--- config.mk ---
export PLATFORM = sky130hd
export DESIGN_NAME = ecg_pingpong_addr_unit
export DESIGN_NICKNAME = d
export VERILOG_FILES = /design/src/rtl/ecg_pingpong_addr_unit.sv
export SDC_FILE = /design/constraint.sdc
export NUM_CORES = 1
export LEC_CHECK = 0
export ABC_AREA = 1
export BUFFER_PORTS_ARGS = -buffer_cell sky130_fd_sc_hd__buf_2
export CAP_MARGIN = 20
export CORE_MARGIN = 10
export CORE_UTILIZATION = 50
export CTS_BUF_LIST = sky130_fd_sc_hd__clkbuf_8
export CTS_CLUSTER_DIAMETER = 100
export DETAILED_ROUTE_END_ITERATION = 10
export PLACE_DENSITY = 0.74
export SYNTH_ARGS = -nofsm -noshare
export SYNTH_HDL_FRONTEND = slang
export SYNTH_SLANG_ARGS = --single-unit
--- constraint.sdc ---
create_clock -name clk -period 2.06 [get_ports clk]
set_input_delay 0.309 -clock clk [delete_from_list [all_inputs] [get_ports clk]]
set_output_delay 0.309 -clock clk [all_outputs]
set_load 0.005 [all_outputs]
--- src/rtl/ecg_pingpong_addr_unit.sv ---
// Ping-pong address generator for the interleaved ECG sample buffer (write port A, read port B).
// Build option: define ECG_ADDR_DECIM_EN to read only every DECIM-th sample of each channel.
module ecg_pingpong_addr_unit #(
  parameter int ADDR_W    = 12,
  parameter int NCH       = 2,
  parameter int BLOCK_LEN = 1024,
  parameter int DECIM     = 2,
  localparam int CH_W     = (NCH > 1) ? $clog2(NCH) : 1
) (
  input  logic              clk,
  input  logic              rst_n,
  input  logic              enable,
  input  logic              sample_valid,
  input  logic              ovr_clr,
  output logic [ADDR_W-1:0] addra,
  output logic              wea,
  output logic [CH_W-1:0]   wr_ch,
  output logic [ADDR_W-1:0] addrb,
  output logic              addrb_valid,
  input  logic              rd_ready,
  output logic [CH_W-1:0]   rd_ch,
  output logic              rd_last,
  output logic              switch,
  output logic              block_ready,
  output logic              overrun,
  output logic              busy
);

`ifdef ECG_ADDR_DECIM_EN
  localparam int STEP = DECIM;
`else
  // DECIM has no effect in this build.
  localparam int STEP = (DECIM > 0) ? 1 : 1;
`endif

  localparam int BANK_SIZE = BLOCK_LEN * NCH;
  localparam logic [ADDR_W-1:0] BANK_A   = ADDR_W'(BANK_SIZE);
  localparam logic [ADDR_W-1:0] WR_LAST  = ADDR_W'(BANK_SIZE - 1);
  localparam logic [ADDR_W-1:0] IDX_LAST = ADDR_W'(BLOCK_LEN - STEP);
  localparam logic [ADDR_W-1:0] IDX_STEP = ADDR_W'(STEP);
  localparam logic [ADDR_W-1:0] NCH_A    = ADDR_W'(NCH);
  localparam logic [CH_W-1:0]   CH_LAST  = CH_W'(NCH - 1);

  typedef enum logic {S_IDLE, S_READ} state_t;

  state_t            state_q, state_d;
  logic [ADDR_W-1:0] wr_cnt_q, wr_cnt_d;
  logic [CH_W-1:0]   wr_ch_q, wr_ch_d;
  logic [ADDR_W-1:0] idx_q, idx_d;
  logic [CH_W-1:0]   ch_q, ch_d;
  logic              switch_q, switch_d;
  logic              block_ready_q, block_ready_d;
  logic              overrun_q, overrun_d;

  logic rd_acc, rd_done, wr_wrap, rd_idle_next, handover;

  assign wea          = sample_valid & enable;
  assign rd_acc       = addrb_valid & rd_ready;
  assign rd_done      = rd_acc & rd_last;
  assign wr_wrap      = wea & (wr_cnt_q == WR_LAST);
  assign rd_idle_next = (state_q == S_IDLE) | rd_done;
  assign handover     = wr_wrap & rd_idle_next;

  always_ff @(posedge clk) begin
    if (!rst_n) state_q <= S_IDLE;
    else        state_q <= state_d;
  end

  always_comb begin
    state_d = state_q;
    case (state_q)
      S_IDLE: if (handover) state_d = S_READ;
      S_READ: if (rd_done && !handover) state_d = S_IDLE;
      default: state_d = S_IDLE;
    endcase
  end

  always_comb begin
    busy        = (state_q == S_READ);
    addrb_valid = busy;
    rd_last     = busy & (ch_q == CH_LAST) & (idx_q == IDX_LAST);
  end

  always_comb begin
    wr_cnt_d      = wr_cnt_q;
    wr_ch_d       = wr_ch_q;
    switch_d      = switch_q;
    block_ready_d = 1'b0;
    overrun_d     = overrun_q;
    idx_d         = idx_q;
    ch_d          = ch_q;
    if (wea) begin
      if (wr_wrap) begin
        wr_cnt_d = '0;
        wr_ch_d  = '0;
      end else begin
        wr_cnt_d = wr_cnt_q + ADDR_W'(1);
        wr_ch_d  = (wr_ch_q == CH_LAST) ? '0 : wr_ch_q + CH_W'(1);
      end
    end
    if (handover) begin
      switch_d      = ~switch_q;
      block_ready_d = 1'b1;
    end
    // A discarded block sets overrun even if a clear arrives the same cycle.
    if (wr_wrap && !rd_idle_next) overrun_d = 1'b1;
    else if (ovr_clr)             overrun_d = 1'b0;
    if (rd_acc) begin
      if (ch_q == CH_LAST) begin
        ch_d  = '0;
        idx_d = (idx_q == IDX_LAST) ? '0 : idx_q + IDX_STEP;
      end else begin
        ch_d  = ch_q + CH_W'(1);
      end
    end
    if (handover) begin
      idx_d = '0;
      ch_d  = '0;
    end
  end

  always_ff @(posedge clk) begin
    if (!rst_n) begin
      wr_cnt_q      <= '0;
      wr_ch_q       <= '0;
      switch_q      <= 1'b0;
      block_ready_q <= 1'b0;
      overrun_q     <= 1'b0;
      idx_q         <= '0;
      ch_q          <= '0;
    end else begin
      wr_cnt_q      <= wr_cnt_d;
      wr_ch_q       <= wr_ch_d;
      switch_q      <= switch_d;
      block_ready_q <= block_ready_d;
      overrun_q     <= overrun_d;
      idx_q         <= idx_d;
      ch_q          <= ch_d;
    end
  end

  assign addra       = (switch_q ? BANK_A : '0) + wr_cnt_q;
  assign addrb       = (switch_q ? '0 : BANK_A) + idx_q * NCH_A + ADDR_W'(ch_q);
  assign wr_ch       = wr_ch_q;
  assign rd_ch       = ch_q;
  assign switch      = switch_q;
  assign block_ready = block_ready_q;
  assign overrun     = overrun_q;

endmodule

# == Yosys cells after proc, flatten, opt, wreduce, memory -nomap -nowiden ==
# Index checks and enable logic that the tools add are counted.
# op_classes
eq_ne,2
reduce_logical,7
add_sub_neg,7
n_bitwise,11
mux,12
# ops
operator,n
$mux W12,4
$add A12 B1 Y12 const B,2
$add A12 B12 Y12,2
$add A12 B1 Y12,1
$eq A12 B10 Y1 const B,1
$eq A12 B11 Y1 const B,1
$and A1 B1 Y1,7
$mux W1,7
$not A1 Y1,3
$add A1 B1 Y1 const B,2
$logic_and A1 B1 Y1,2
$logic_not A1 Y1,2
$pmux W1 S2,1
$reduce_and A2 Y1,1
$reduce_bool A2 Y1,1
$reduce_or A2 Y1,1
$or A1 B1 Y1,1
# totals
ff_bits,30
input_bits,6
elab_cells,47
out_inout_bits,33

# == Longest topological paths before layout ==
# logic_depth
depth_word,9
ltp_mapped,9
ltp_nobuf,9

# == Worst setup path after synthesis ==
# Ideal clock, no wire load.
# synth_timing
kind,flip-flop to flip-flop
from,reg idx_q[0]
to,reg idx_q[10]
n_path_buf,1
arrival_time_ns,1.331
period_less_slack_ns,1.447
t_required_ns,1.944
path_stages_with_launch,10
slack_ns,0.613
setup_time_ns,0.116
path_cell_list,dfxtp_1 -> ha_1 -> nand3_1 -> nor2_2 -> nand4_4 -> nand2_2 -> nand2_2 -> nand2_4 -> buf_12 -> nor2_1
# synth_via
elab_chain_cells,6
elab_cells_between_ends,8
cone_classes,add/sub (1); eq/ne (1); mux (1); bitwise (4); reduce/logical (1)
# synth_rtl
element,line,rtl
start: declaration,49,"logic [ADDR_W-1:0] idx_q, idx_d;"
start signal: assignment,137,idx_q <= idx_d;
$eq A12 B10 Y1,"81, 111",
$and A1 B1 Y1,81,rd_last = busy & (ch_q == CH_LAST) & (idx_q == IDX_LAST);
$and A1 B1 Y1,59,assign rd_done = rd_acc & rd_last;
$or A1 B1 Y1,61,assign rd_idle_next = (state_q == S_IDLE) | rd_done;
$and A1 B1 Y1,62,assign handover = wr_wrap & rd_idle_next;
$reduce_or A2 Y1 (no source line),n/a,
# Several ways; a longest one is shown, not always the timed one.
# A chain may end at the register's enable or synchronous reset.

# == Worst setup path in the final report ==
# layout_timing
from,reg idx_q[0]
to,out rd_last
# layout_via
elab_chain_cells,2
# layout_rtl
element,line,rtl
$eq A12 B10 Y1,81,
$and A1 B1 Y1,81,
end: declaration,22,"output logic rd_last,"
# No other way between the ends.

==> impl_metrics.py <==
metrics = {
    "cts": {
        "ctsResizeCount": 0,
        "clk_latency_ns": 0.28,
        "post_cts_buffers": 0,
        "clk_path_buf_depth": 2,
        "cts.sinks": 30,
        "cts_buffers": 5,
        "cts_tree": "done",
        "path_clk_slew_ns": 0.06,
        "clock-root-buffer": "clkbuf_8",
        "cts_hold_buf": 0,
        "htree_levels": 2,
    },
    "global_route": {
        "grt_pass1_wl_mm": 5.83,
        "grt.overflow.total": 0,
        "antenna_found_initial": 0,
        "grt_pass1_vias": 1313,
        "grt_start_max_net_pins": 14,
        "grt_util_all_layers_pct": 11.5,
    },
    "logic_synthesis": {
        "syn_inst": 238,
        "yosys_warnings": 0,
        "synth_top_area_cell": "dfxtp_1",
        "synth_area_leaders": "dfxtp_1 (35%), nand2_1 (11%), buf_4 (10%), nor2_1 (8.2%), nand3_1 (6.2%)",
        "synth_common_cells": "nand2_1 (51), nor2_1 (37), dfxtp_1 (30), buf_4 (23), inv_1 (23)",
        "synth_most_common_cell": "nand2_1",
        "ys_seq_area_share_pct": 35.5,
        "syn_area_um2": 1690,
        "synth_edf_count": 0,
        "synth_nets": 246,
        "synth_cell_types": 28,
        "synth_top_area_share_pct": 35.5,
        "ys.flop_type": "dfxtp_1",
        "synth-seq-cells": 30,
        "synthArstFlopShare_pct": 0,
        "syn-mean-instance-area_um2": 7.11,
    },
    "timing": {
        "drv_slew": 0,
        "finalSetupTns_ns": 0,
        "max_freq_ghz": 0.542,
        "grt_setup_unrepaired": "no",
        "skew_ns": 0.00261,
        "slew_headroom_pct": 76.8,
        "min_period_over_period_pct": 89.5,
        "setup_viol": 0,
        "worstMarginPinSlew_ns": 0.346,
        "min_period_ns": 1.84,
        "hold_violations": 0,
    },
    "final_layout": {
        "design_area_um2": 1830,
        "drive_gt1_share_pct": 23.9,
        "fin_nets": 267,
        "areaGrowthSynthToFinish_pct": 7.91,
        "diodes": 0,
    },
    "critical_path": {
        "cp_slowest_cell": "dfxtp_1",
        "critical_path_peak_fanout": 5,
        "cp_slowest_stage_delay_ns": 0.38,
        "end_kind": "output port",
        "worstPathCellList": "ha_1 > nand3_1 > nor2_2 > nand3_1 > nor2_1 > buf_2",
        "crit_arrival_ns": 1.54,
        "cp_top_family": "simple AND/OR/NAND/NOR gates",
        "path_class": "flop to output port",
        "cp_common_cell": "nand3_1",
        "crit_path_start_kind": "flop",
        "critPathBufInv": 1,
        "worstPathRequired_ns": 1.75,
    },
    "floorplanning": {
        "die_x_um": 78.2,
        "io-pin-count": 39,
        "coreArea_um2": 3310,
        "die_area_um2": 6110,
        "rows": 21,
        "die_h_um": 78.2,
        "start_util_pct": 51.1,
    },
    "placement": {
        "dpl.hpwl_mm": 2.77,
        "place_area_um2": 1750,
        "place.gp.congestion": 0.832,
        "port_buffers": 38,
    },
    "worst_hold_path": {
        "hp-class": "input port to flop",
    },
    "routing": {
        "drt-vias-per-instance": 4.54,
        "drt-initial-drc-count": 67,
        "ant_nets": 0,
        "drt-pass1-iter-count": 4,
        "drc": 0,
        "wl_per_cell_um": 11.1,
        "dr_total_vias": 1384,
        "finalWirelength_mm": 3.38,
    },
    "power_and_ir_drop": {
        "power_density_nw_per_um2": 568,
        "vdd_ir_drop_max_mv": 0.420,
        "p_total_uw": 1040,
        "p_leak_uw": 0.000843,
    },
    "run": {
        "cap_violations": 0,
    },
    "run_status": {
        "outcome": "complete, no violations",
    },
}
## tightest hold or removal path, cell delays in order
cell and delay, ns:
buf_2 0.08, inv_1 0.03, nand2_1 0.05, a21oi_1 0.05
## routing by layer
| layer | global-route usage (%) | wire, µm | vias to the layer above |
|---|---|---|---|
| li1 | - | - | 761 |
| met1 | 13.5 | 1620 | 582 |
| met2 | 17.7 | 1480 | 34 |
| met3 | 5.81 | 245 | 7 |
| met4 | 3.76 | 34 | 0 |
| met5 | 0 | 0 | - |
## layout by cell type (no fill, tap or decap), types with 2 or more instances in the layout
master    synthesis  layout
nand4_1           2       2
clkbuf_8          0       5
nand3_1          21      21
xnor2_1           3       3
buf_2             1      38
nor3_1            4       4
or2_2             4       4
dfxtp_1          30      30
nor2_4            2       2
a21oi_1           7       7
inv_1            23      25
nand2_1          51      51
o21ai_0           4       4
nand2_2           2       2
nor2_2            6       6
nor2_1           37      37
ha_1              2       2
xor2_1            6       6
## logic make-up (layout without fill, tap and decap cells)
group | count (synthesis) | count (layout) | synth area share (%)
adder cells (fa/ha/maj) | 2 | 2 | 1.48
XOR/XNOR | 9 | 9 | 4.66
buffers and inverters | 49 | 70 | 17.0
AO/OA/AOI/OAI | 14 | 14 | 4.58
flip-flops | 30 | 30 | 35.5
AND/OR/NAND/NOR | 134 | 134 | 36.8
## layout make-up
class	count	area (µm²)
Clock inverter	2	7.51
Clock buffer	5	68.8
Multi-Input combinational cell	159	805
Tap cell	46	57.6
Timing Repair Buffer	39	198
Inverter	24	90.1
Fill cell	334	1480
Sequential cell	30	601
## state kept, by name, indices dropped and copies added (netlist names)
name	count
idx_q	12
wr_cnt_q	12
overrun	1
switch	1
addrb_valid	1
rd_ch	1
block_ready	1
wr_ch	1
## stage by stage
stage                     utilization, %  hold WS, ns  std cells  setup slack, ns
after CTS                           55.2        0.272        305            0.203
after floorplan                        -        0.451        238            0.613
after global routing                55.2        0.304        305           0.0926
final                               55.2        0.283        305            0.216
after global placement              52.9        0.455        298            0.485
after detailed placement            52.9        0.457        298            0.454
## path summary, 6_finish.rpt
check | start | end | slack [ns] | depth (start not counted)
worst min register to register | overrun$_SDFFE_PN0P_ | overrun$_SDFFE_PN0P_ | 0.46 | 2
worst min-delay path | ovr_clr | overrun$_SDFFE_PN0P_ | 0.28 | 4
worst max register to register | wr_cnt_q[0]$_SDFFE_PN0P_ | wr_cnt_q[7]$_SDFFE_PN0P_ | 0.46 | 8
worst max-delay path | idx_q[0]$_SDFFE_PP0P_ | rd_last | 0.22 | 6
## power by group
group	switching [µW]	internal, µW
combinational	21.4	11.0
sequential	3.48	584
clock	196	222
total	221	817
Note: power is estimated with default switching activity, not from simulation.
